===== src/rtl/spi_dac_master.sv =====
// SPI master that serialises DAC words MSB first behind a valid/ready write port.
// Optional auto-refresh resends the shadow word whenever idle.
module spi_dac_master #(
  parameter int WORD_WIDTH  = 24,
  parameter int HALF_DIV    = 11,
  parameter int GAP_PERIODS = 5,
  parameter logic [WORD_WIDTH-1:0] INIT_WORD = WORD_WIDTH'(24'h007F22)
) (
  input  logic                  i_clk,
  input  logic                  i_rst,
  input  logic [WORD_WIDTH-1:0] i_data,
  input  logic                  i_valid,
  output logic                  o_ready,
  input  logic                  i_refresh,
  output logic                  o_busy,
  output logic                  o_done,
  output logic                  o_spi_sclk,
  output logic                  o_spi_mosi,
  output logic                  o_spi_sync_n
);

  localparam int HW      = $clog2(HALF_DIV + 1);
  localparam int BW      = $clog2(WORD_WIDTH + 1);
  localparam int GAP_LEN = 2 * HALF_DIV * GAP_PERIODS;
  localparam int GW      = $clog2(GAP_LEN + 1);

  typedef enum logic [1:0] {
    IDLE  = 2'd0,
    SHIFT = 2'd1,
    GAP   = 2'd2
  } state_t;

  state_t state, state_nx;

  logic [WORD_WIDTH-1:0] shadow;
  logic [WORD_WIDTH-1:0] shreg;
  logic [HW-1:0]         half_cnt;
  logic [BW-1:0]         bit_cnt;
  logic [GW-1:0]         gap_cnt;
  logic                  sclk_q;

  logic half_wrap;
  logic bit_last;
  logic gap_last;
  logic rise;

  assign half_wrap = (half_cnt == HW'(HALF_DIV - 1));
  assign bit_last  = (bit_cnt == BW'(WORD_WIDTH - 1));
  assign gap_last  = (gap_cnt == GW'(GAP_LEN - 1));
  assign rise      = half_wrap && !sclk_q;

  always_ff @(posedge i_clk or posedge i_rst) begin
    if (i_rst) state <= IDLE;
    else       state <= state_nx;
  end

  always_comb begin
    state_nx = state;
    unique case (state)
      IDLE:    if (i_valid || i_refresh) state_nx = SHIFT;
      SHIFT:   if (rise && bit_last)     state_nx = GAP;
      GAP:     if (gap_last)             state_nx = IDLE;
      default: state_nx = IDLE;
    endcase
  end

  // Shift register is loaded on the accepting edge so a new word bypasses the shadow.
  always_ff @(posedge i_clk or posedge i_rst) begin
    if (i_rst) begin
      shadow   <= INIT_WORD;
      shreg    <= '0;
      half_cnt <= '0;
      bit_cnt  <= '0;
      gap_cnt  <= '0;
      sclk_q   <= 1'b1;
    end else begin
      unique case (state)
        IDLE: begin
          half_cnt <= '0;
          bit_cnt  <= '0;
          gap_cnt  <= '0;
          sclk_q   <= 1'b1;
          if (i_valid) begin
            shadow <= i_data;
            shreg  <= i_data;
          end else if (i_refresh) begin
            shreg  <= shadow;
          end
        end
        SHIFT: begin
          if (half_wrap) begin
            half_cnt <= '0;
            sclk_q   <= ~sclk_q;
            if (!sclk_q) begin
              if (bit_last) begin
                bit_cnt <= '0;
              end else begin
                bit_cnt <= bit_cnt + BW'(1);
                shreg   <= {shreg[WORD_WIDTH-2:0], 1'b0};
              end
            end
          end else begin
            half_cnt <= half_cnt + HW'(1);
          end
        end
        GAP: begin
          sclk_q  <= 1'b1;
          gap_cnt <= gap_last ? '0 : gap_cnt + GW'(1);
        end
        default: begin
          sclk_q <= 1'b1;
        end
      endcase
    end
  end

  always_comb begin
    o_ready      = 1'b0;
    o_busy       = 1'b1;
    o_done       = 1'b0;
    o_spi_sync_n = 1'b1;
    o_spi_mosi   = 1'b0;
    o_spi_sclk   = sclk_q;
    unique case (state)
      IDLE: begin
        o_ready = 1'b1;
        o_busy  = 1'b0;
      end
      SHIFT: begin
        o_spi_sync_n = 1'b0;
        o_spi_mosi   = shreg[WORD_WIDTH-1];
      end
      GAP: begin
        o_done = gap_last;
      end
      default: begin
        o_busy = 1'b0;
      end
    endcase
  end

endmodule


===== config.mk =====
export PLATFORM = sky130hd
export DESIGN_NAME = spi_dac_master
export DESIGN_NICKNAME = d
export VERILOG_FILES = /design/src/rtl/spi_dac_master.sv
export SDC_FILE = /design/constraint.sdc
export NUM_CORES = 1
export LEC_CHECK = 0
export CORE_ASPECT_RATIO = 2
export CORE_MARGIN = 5
export CORE_UTILIZATION = 50
export DETAILED_ROUTE_END_ITERATION = 10
export DONT_BUFFER_PORTS = 1
export SETUP_SLACK_MARGIN = 0.3
export SYNTH_ARGS = -nofsm -noshare
export SYNTH_HDL_FRONTEND = slang
export SYNTH_SLANG_ARGS = --single-unit

===== constraint.sdc =====
create_clock -name i_clk -period 3.8 [get_ports i_clk]
set_clock_uncertainty 0.05 [all_clocks]
set_input_delay 0.38 -clock i_clk [delete_from_list [all_inputs] [get_ports i_clk]]
set_output_delay 0.38 -clock i_clk [all_outputs]
set_load 0.01 [all_outputs]

# Yosys cells after proc, flatten, opt, wreduce, memory -nomap -nowiden
# Cells that the tools add are included.
[word_totals] input_bits=28 elab_cells=60 mem_bits_rw=0 ff_bits=67 mem_count=0 latch_bits=0 mem_bits_ro=0 out_inout_bits=6
[op_classes] mul=0 magnitude_cmp=0 div_mod_pow=0 shift=0 bitwise_logic=1 eq_ne=12 reduce_logical=12 add_sub_neg=3 muxes=25
[ops] cell="24-bit 2-to-1 mux" count=5
[ops] cell="24-bit one-hot mux with 2 select lines" count=1
[ops] cell="5-bit 2-to-1 mux" count=3
[ops] cell="7-bit one-hot mux with 2 select lines" count=1
[ops] cell="2-bit != test, second input constant" count=6
[ops] cell="5-bit one-hot mux with 2 select lines" count=1
[ops] cell="4-bit one-hot mux with 2 select lines" count=1
[ops] cell="7-bit by 1-bit adder with 7-bit output, second input constant" count=1
[ops] cell="7-bit equality test, second input constant" count=1
[ops] cell="1-bit 2-to-1 mux" count=7
[ops] cell="7-bit 2-to-1 mux" count=1
[ops] cell="2-bit 2-to-1 mux" count=3
[ops] cell="2-bit one-hot mux with 3 select lines" count=1
[ops] cell="3-bit AND reduction" count=2
[ops] cell="5-bit by 1-bit adder with 5-bit output, second input constant" count=1
[ops] cell="5-bit equality test, second input constant" count=1
[ops] cell="5-bit AND reduction" count=1
[ops] cell="4-bit by 1-bit adder with 4-bit output, second input constant" count=1
[ops] cell="4-bit equality test, second input constant" count=1
[ops] cell="4-bit 2-to-1 mux" count=1
[ops] cell="2-bit nonzero test" count=2
[ops] cell="3-bit != test, second input constant" count=1
[ops] cell="2-bit by 1-bit equality test with 1-bit output, second input constant" count=1
[ops] cell="2-bit equality test, second input constant" count=1
[ops] cell="other kinds (7)" count=8

# Depth between registers and ports, before layout
[logic_depth] ltp_word=5 depth_mapped=8 depth_no_buf=6

# Worst setup path before layout
# OpenSTA, ideal clock, no wires.
[synth_path] path_kind="flip-flop to flip-flop" start="register state[0]" end="register shreg[8]" synth_period_minus_slack_ps=2049 required_ps=3623 path_buffers=2 t_arrival_ps=1871 setup_ps=127 stages_incl_launch_ff=8 slack_ps=1751 path_cell_list="dfrtp_1 > inv_1 > ha_1 > buf_2 > nor3b_1 > nor3_4 > buf_6 > mux2_1"
[synth_via] elab_chain_len=3 elab_cells_between_ends=9 classes_between="eq/ne (5); mux (1); reduce/logical (3)"
[synth_rtl] item="from (decl)" line_no="33" text="state_t state, state_nx;"
[synth_rtl] item="from (signal assigned)" line_no="54" text="else state <= state_nx;"
[synth_rtl] item="2-bit by 1-bit equality test with 1-bit output / 2-bit zero test (equally long branches)" line_no="77" text="unique case (state)"
[synth_rtl] item="2-bit != test (no line), or another cell as far along"
[synth_rtl] item="5-bit AND reduction (no line)"
[synth_rtl] item="to (signal assigned)" line_no="85" text="shreg <= i_data;"
[synth_rtl] item="to (signal assigned)" line_no="87" text="shreg <= shadow;"
[synth_rtl] item="to (signal assigned)" line_no="99" text="shreg <= {shreg[WORD_WIDTH-2:0], 1'b0};"
[synth_rtl] item="to (decl)" line_no="36" text="logic [WORD_WIDTH-1:0] shreg;"
# Parallel ways exist; a longest one is shown, timed or not.
# A chain may end at the register's enable or synchronous reset.

# Worst setup path after layout
[layout_path] start="register state[0]" end="register shadow[2]"
[layout_via] elab_chain_len=2
[layout_rtl] item="2-bit zero test" line_no="77"
[layout_rtl] item="2-bit AND reduction (no line)"
[layout_rtl] item="to (signal assigned)" line_no="84" text="shadow <= i_data;"
[layout_rtl] item="to (decl)" line_no="35" text="logic [WORD_WIDTH-1:0] shadow;"
# No other way between the ends.

==> impl_metrics.csv <==
group,metric,value,unit
final_layout,antennaDiodeCount,0,
timing,tns,0,ns
logic_synthesis,async_set_reset_flop_share_out_of_synthesis,1.000,
power,fin_total_pwr,0.002891,W
setup_path,crit_fanout,24,
timing,finalSetupViolations,0,
logic_synthesis,combined_area_of_all_synthesized_cells,0.003398,mm²
setup_path,worst-endpoint-required,3.96,ns
route,drt-pass1-iter-count,6,
placed_design,dp_hpwl,4199,µm
setup_path,critical-path-top-delay-family,"simple AND/OR/NAND/NOR gates",
global_routing,busiest_layer,"met2",
timing,final_clock_period_utilization_by_the_worst_path,0.6537,
global_routing,grt_overflow,0,
logic_synthesis,synth-warning-count,0,
route,drc,0,
logic_synthesis,synth-edff-count,0,
logic_synthesis,ys_seq_elements,67,
route,totalWireLength,6310,µm
clock_tree,clkSlewWorstSetupHoldPaths,0.05,ns
global_routing,grt.total_usage,0.1636,
placed_design,io_buffer_count,0,
clock_tree,tritoncts,"built",
logic_synthesis,synth_top_area_frac,0.4197,
placed_design,place.gp.congestion,0.7200,
logic_synthesis,post_synthesis_cell_count,297,
setup_path,cp_slowest_stage_delay,0.78,ns
power,worst_ir_drop_vdd,0.4345,mV
timing,worst_slew_margin_rel,0.2685,
setup_path,r2r_slack,1.32,ns
outcome,run_status,"completed",
clock_tree,insertion_delay,0.33,ns
power,power_density,778.2,mW/mm²
timing,final_max_slew_viol_count,0,
logic_synthesis,yosys-top-cells-count,"sky130_fd_sc_hd__dfrtp_1, sky130_fd_sc_hd__mux2_2, sky130_fd_sc_hd__nand2_1",
clock_tree,cts_buffers,9,
run,timing.max_cap.violations,0,
clock_tree,postCtsSetupRepairBufs,0,
clock_tree,ctsHtreeMaxLevel,3,
clock_tree,clk_root_buffer_cell,"sky130_fd_sc_hd__clkbuf_16",
min_path,hold_path_class,"input pin to asynchronous set/reset pin",
setup_path,worstPathBufferInverterCount,1,
die,floorplan.rows,42,
power,power.leakage,1.620,nW
setup_path,timing.critical_path.slowest_stage_cell,"sky130_fd_sc_hd__nand2_1",
die,die_width,68.30,µm
final_layout,num-fill-cells,636,
setup_path,critical_path.endpoint_type,"register",
final_layout,final_util,0.5610,
die,floorplan.initialDensity,0.5132,
die,coreArea,0.006621,mm²
clock_tree,postCtsResizedCells,0,
route,routed_wire_length_per_instance,16.26,µm
global_routing,grt_first_pass_wirelength,10440,µm
logic_synthesis,most_instantiated_flip_flop_cell_in_the_synthesis_netlist,"sky130_fd_sc_hd__dfrtp_1",
final_layout,layout-area-overhead-vs-synth,9.315,%
setup_path,crit_cells,4,
final_layout,final_net_count,331,
logic_synthesis,synth_largest_area_cell,"sky130_fd_sc_hd__dfrtp_1",
setup_path,ff2ff_path_depth,4,
timing,rsz0062_at_grt,"false",
logic_synthesis,synth_sequential_area_ratio,0.4971,
timing,hold_slack_final,0.1380,ns
setup_path,arrival,2.64,ns
logic_synthesis,syn_area_per_cell,11.44,µm²
timing,achievable-frequency,402.5,MHz
setup_path,timing_worst_setup_path_type,"register to register",
die,die_h,126.6,µm
clock_tree,holdBufCountCts,0,
global_routing,antenna_found_initial,0,
route,post_drt_via_cell_ratio,5.670,
timing,final-hold-violation-count,0,
global_routing,grt.met1_usage,0.1750,
logic_synthesis,synth.distinct_cells,45,
setup_path,timing.critical_path.cells,"inv_1 > ha_1 > nand2_1 > mux2_2",
route,route.antenna.remaining_nets,0,
setup_path,worstSetupStartpointType,"register",
route,dr_total_vias,2200,
global_routing,pin_count_of_the_biggest_net_entering_global_routing,52,
die,ios,34,
logic_synthesis,yosysMostFrequentCell,"sky130_fd_sc_hd__dfrtp_1",
timing,final_period_minus_worst_setup_slack,2.484,ns
timing,worstMarginPinSlew,1.095,ns
route,dr.first_iter.drc_count,120,
logic_synthesis,syn-num-nets,333,
setup_path,setup.worst_path.end,"shadow[2]$_DFFE_PP0P_",
global_routing,gr-usage-met3,0.04159,
clock_tree,cts_buffer_depth,2,
logic_synthesis,synthTopCellsByArea,"sky130_fd_sc_hd__dfrtp_1, sky130_fd_sc_hd__mux2_2, sky130_fd_sc_hd__dfstp_2, sky130_fd_sc_hd__mux2i_1, sky130_fd_sc_hd__o21ai_0",
setup_path,worstReg2RegEnd,"shadow[2]$_DFFE_PP0P_",
clock_tree,clock-sinks,67,
global_routing,first_global_vias,2229,
final_layout,drive_above_1_share,0.2700,
die,fp.dieArea,0.008645,mm²
setup_path,setup.worst_path.start,"state[0]$_DFFE_PP0P_",
global_routing,met2_usage,0.2765,
setup_path,crit-reg2reg-launch,"state[0]$_DFFE_PP0P_",
## cell type report
class	count	area [µm²]	share of cell area
flip-flops and latches	67	1689	0.4547
multi-input cells	205	1598	0.4301
clock buffers	16	261.5	0.07039
well taps	88	110.1	0.02964
inverters	9	33.78	0.009094
repair buffers	3	22.52	0.006063
## layout by cell type (no fill, tap or decap), types with 2 or more instances in the layout
| master | n |
|---|---|
| sky130_fd_sc_hd__dfrtp_1 | 57 |
| sky130_fd_sc_hd__mux2_2 | 48 |
| sky130_fd_sc_hd__nand2_1 | 34 |
| sky130_fd_sc_hd__o21ai_0 | 32 |
| sky130_fd_sc_hd__mux2i_1 | 24 |
| sky130_fd_sc_hd__dfstp_2 | 10 |
| sky130_fd_sc_hd__clkbuf_16 | 9 |
| sky130_fd_sc_hd__inv_1 | 8 |
| sky130_fd_sc_hd__ha_1 | 7 |
| sky130_fd_sc_hd__nand3_1 | 6 |
| sky130_fd_sc_hd__nor2_1 | 6 |
| sky130_fd_sc_hd__clkbuf_1 | 6 |
| sky130_fd_sc_hd__a31oi_1 | 4 |
| sky130_fd_sc_hd__a21oi_1 | 4 |
| sky130_fd_sc_hd__buf_4 | 3 |
| sky130_fd_sc_hd__and3b_1 | 2 |
| sky130_fd_sc_hd__or2_2 | 2 |
| sky130_fd_sc_hd__nand4b_1 | 2 |
| sky130_fd_sc_hd__a31o_2 | 2 |
| sky130_fd_sc_hd__a41oi_1 | 2 |
| sky130_fd_sc_hd__and2_1 | 2 |
| sky130_fd_sc_hd__a21o_1 | 2 |
| sky130_fd_sc_hd__nor3_1 | 2 |
| sky130_fd_sc_hd__o22ai_1 | 2 |
| sky130_fd_sc_hd__o31ai_1 | 2 |
## registers in the layout, indices dropped and copies added (netlist names)
signal / count
bit_cnt: 5
gap_cnt: 7
half_cnt: 4
o_spi_sclk: 1
shadow: 24
shreg: 24
state: 2
## how the worst min path moves through the flow
stage          cells after the start  slack, ns                endpoint                    from
6_report                           1       0.14  shadow[21]$_DFFE_PP0P_                   i_rst
3_5_place_dp                       1       0.44  gap_cnt[6]$_DFFE_PP0P_  gap_cnt[6]$_DFFE_PP0P_
5_1_grt                            1       0.14  shadow[17]$_DFFE_PP0P_              i_data[17]
4_1_cts                            1       0.14  shadow[17]$_DFFE_PP0P_              i_data[17]
2_1_floorplan                      1       0.40  gap_cnt[6]$_DFFE_PP0P_  gap_cnt[6]$_DFFE_PP0P_
3_3_place_gp                       1       0.42    shreg[8]$_DFFE_PP0P_    shreg[8]$_DFFE_PP0P_
## where the power goes
part / internal, W / switching (W)
combinational: 0.000495 / 0.000459
clock: 0.000460 / 0.000280
sequential: 0.00104 / 0.000153
## per-layer routing
metal | vias up | wire, µm | part of all wire
met5 | - | 0 | 0
met4 | 0 | 159 | 0.025
met3 | 10 | 325 | 0.052
met2 | 37 | 3367 | 0.53
met1 | 1092 | 2458 | 0.39
li1 | 1061 | - | -
## stage by stage
step	instance area (µm²)	setup slack, ns	instances
after floorplan	3398	1.703	297
after global placement	3453	1.380	372
after detailed placement	3453	1.254	372
after CTS	3715	1.251	388
after global routing	3715	1.127	388
final	3715	1.316	388
## cells by family after synthesis
family / share of synthesized area
fa+ha+maj: 0.02946
mux: 0.2397
simple gates: 0.09979
buf+inv: 0.03350
xor+xnor: 0.005156
compound gates: 0.09536
flops: 0.4971
(Power assumes the default switching activity.)
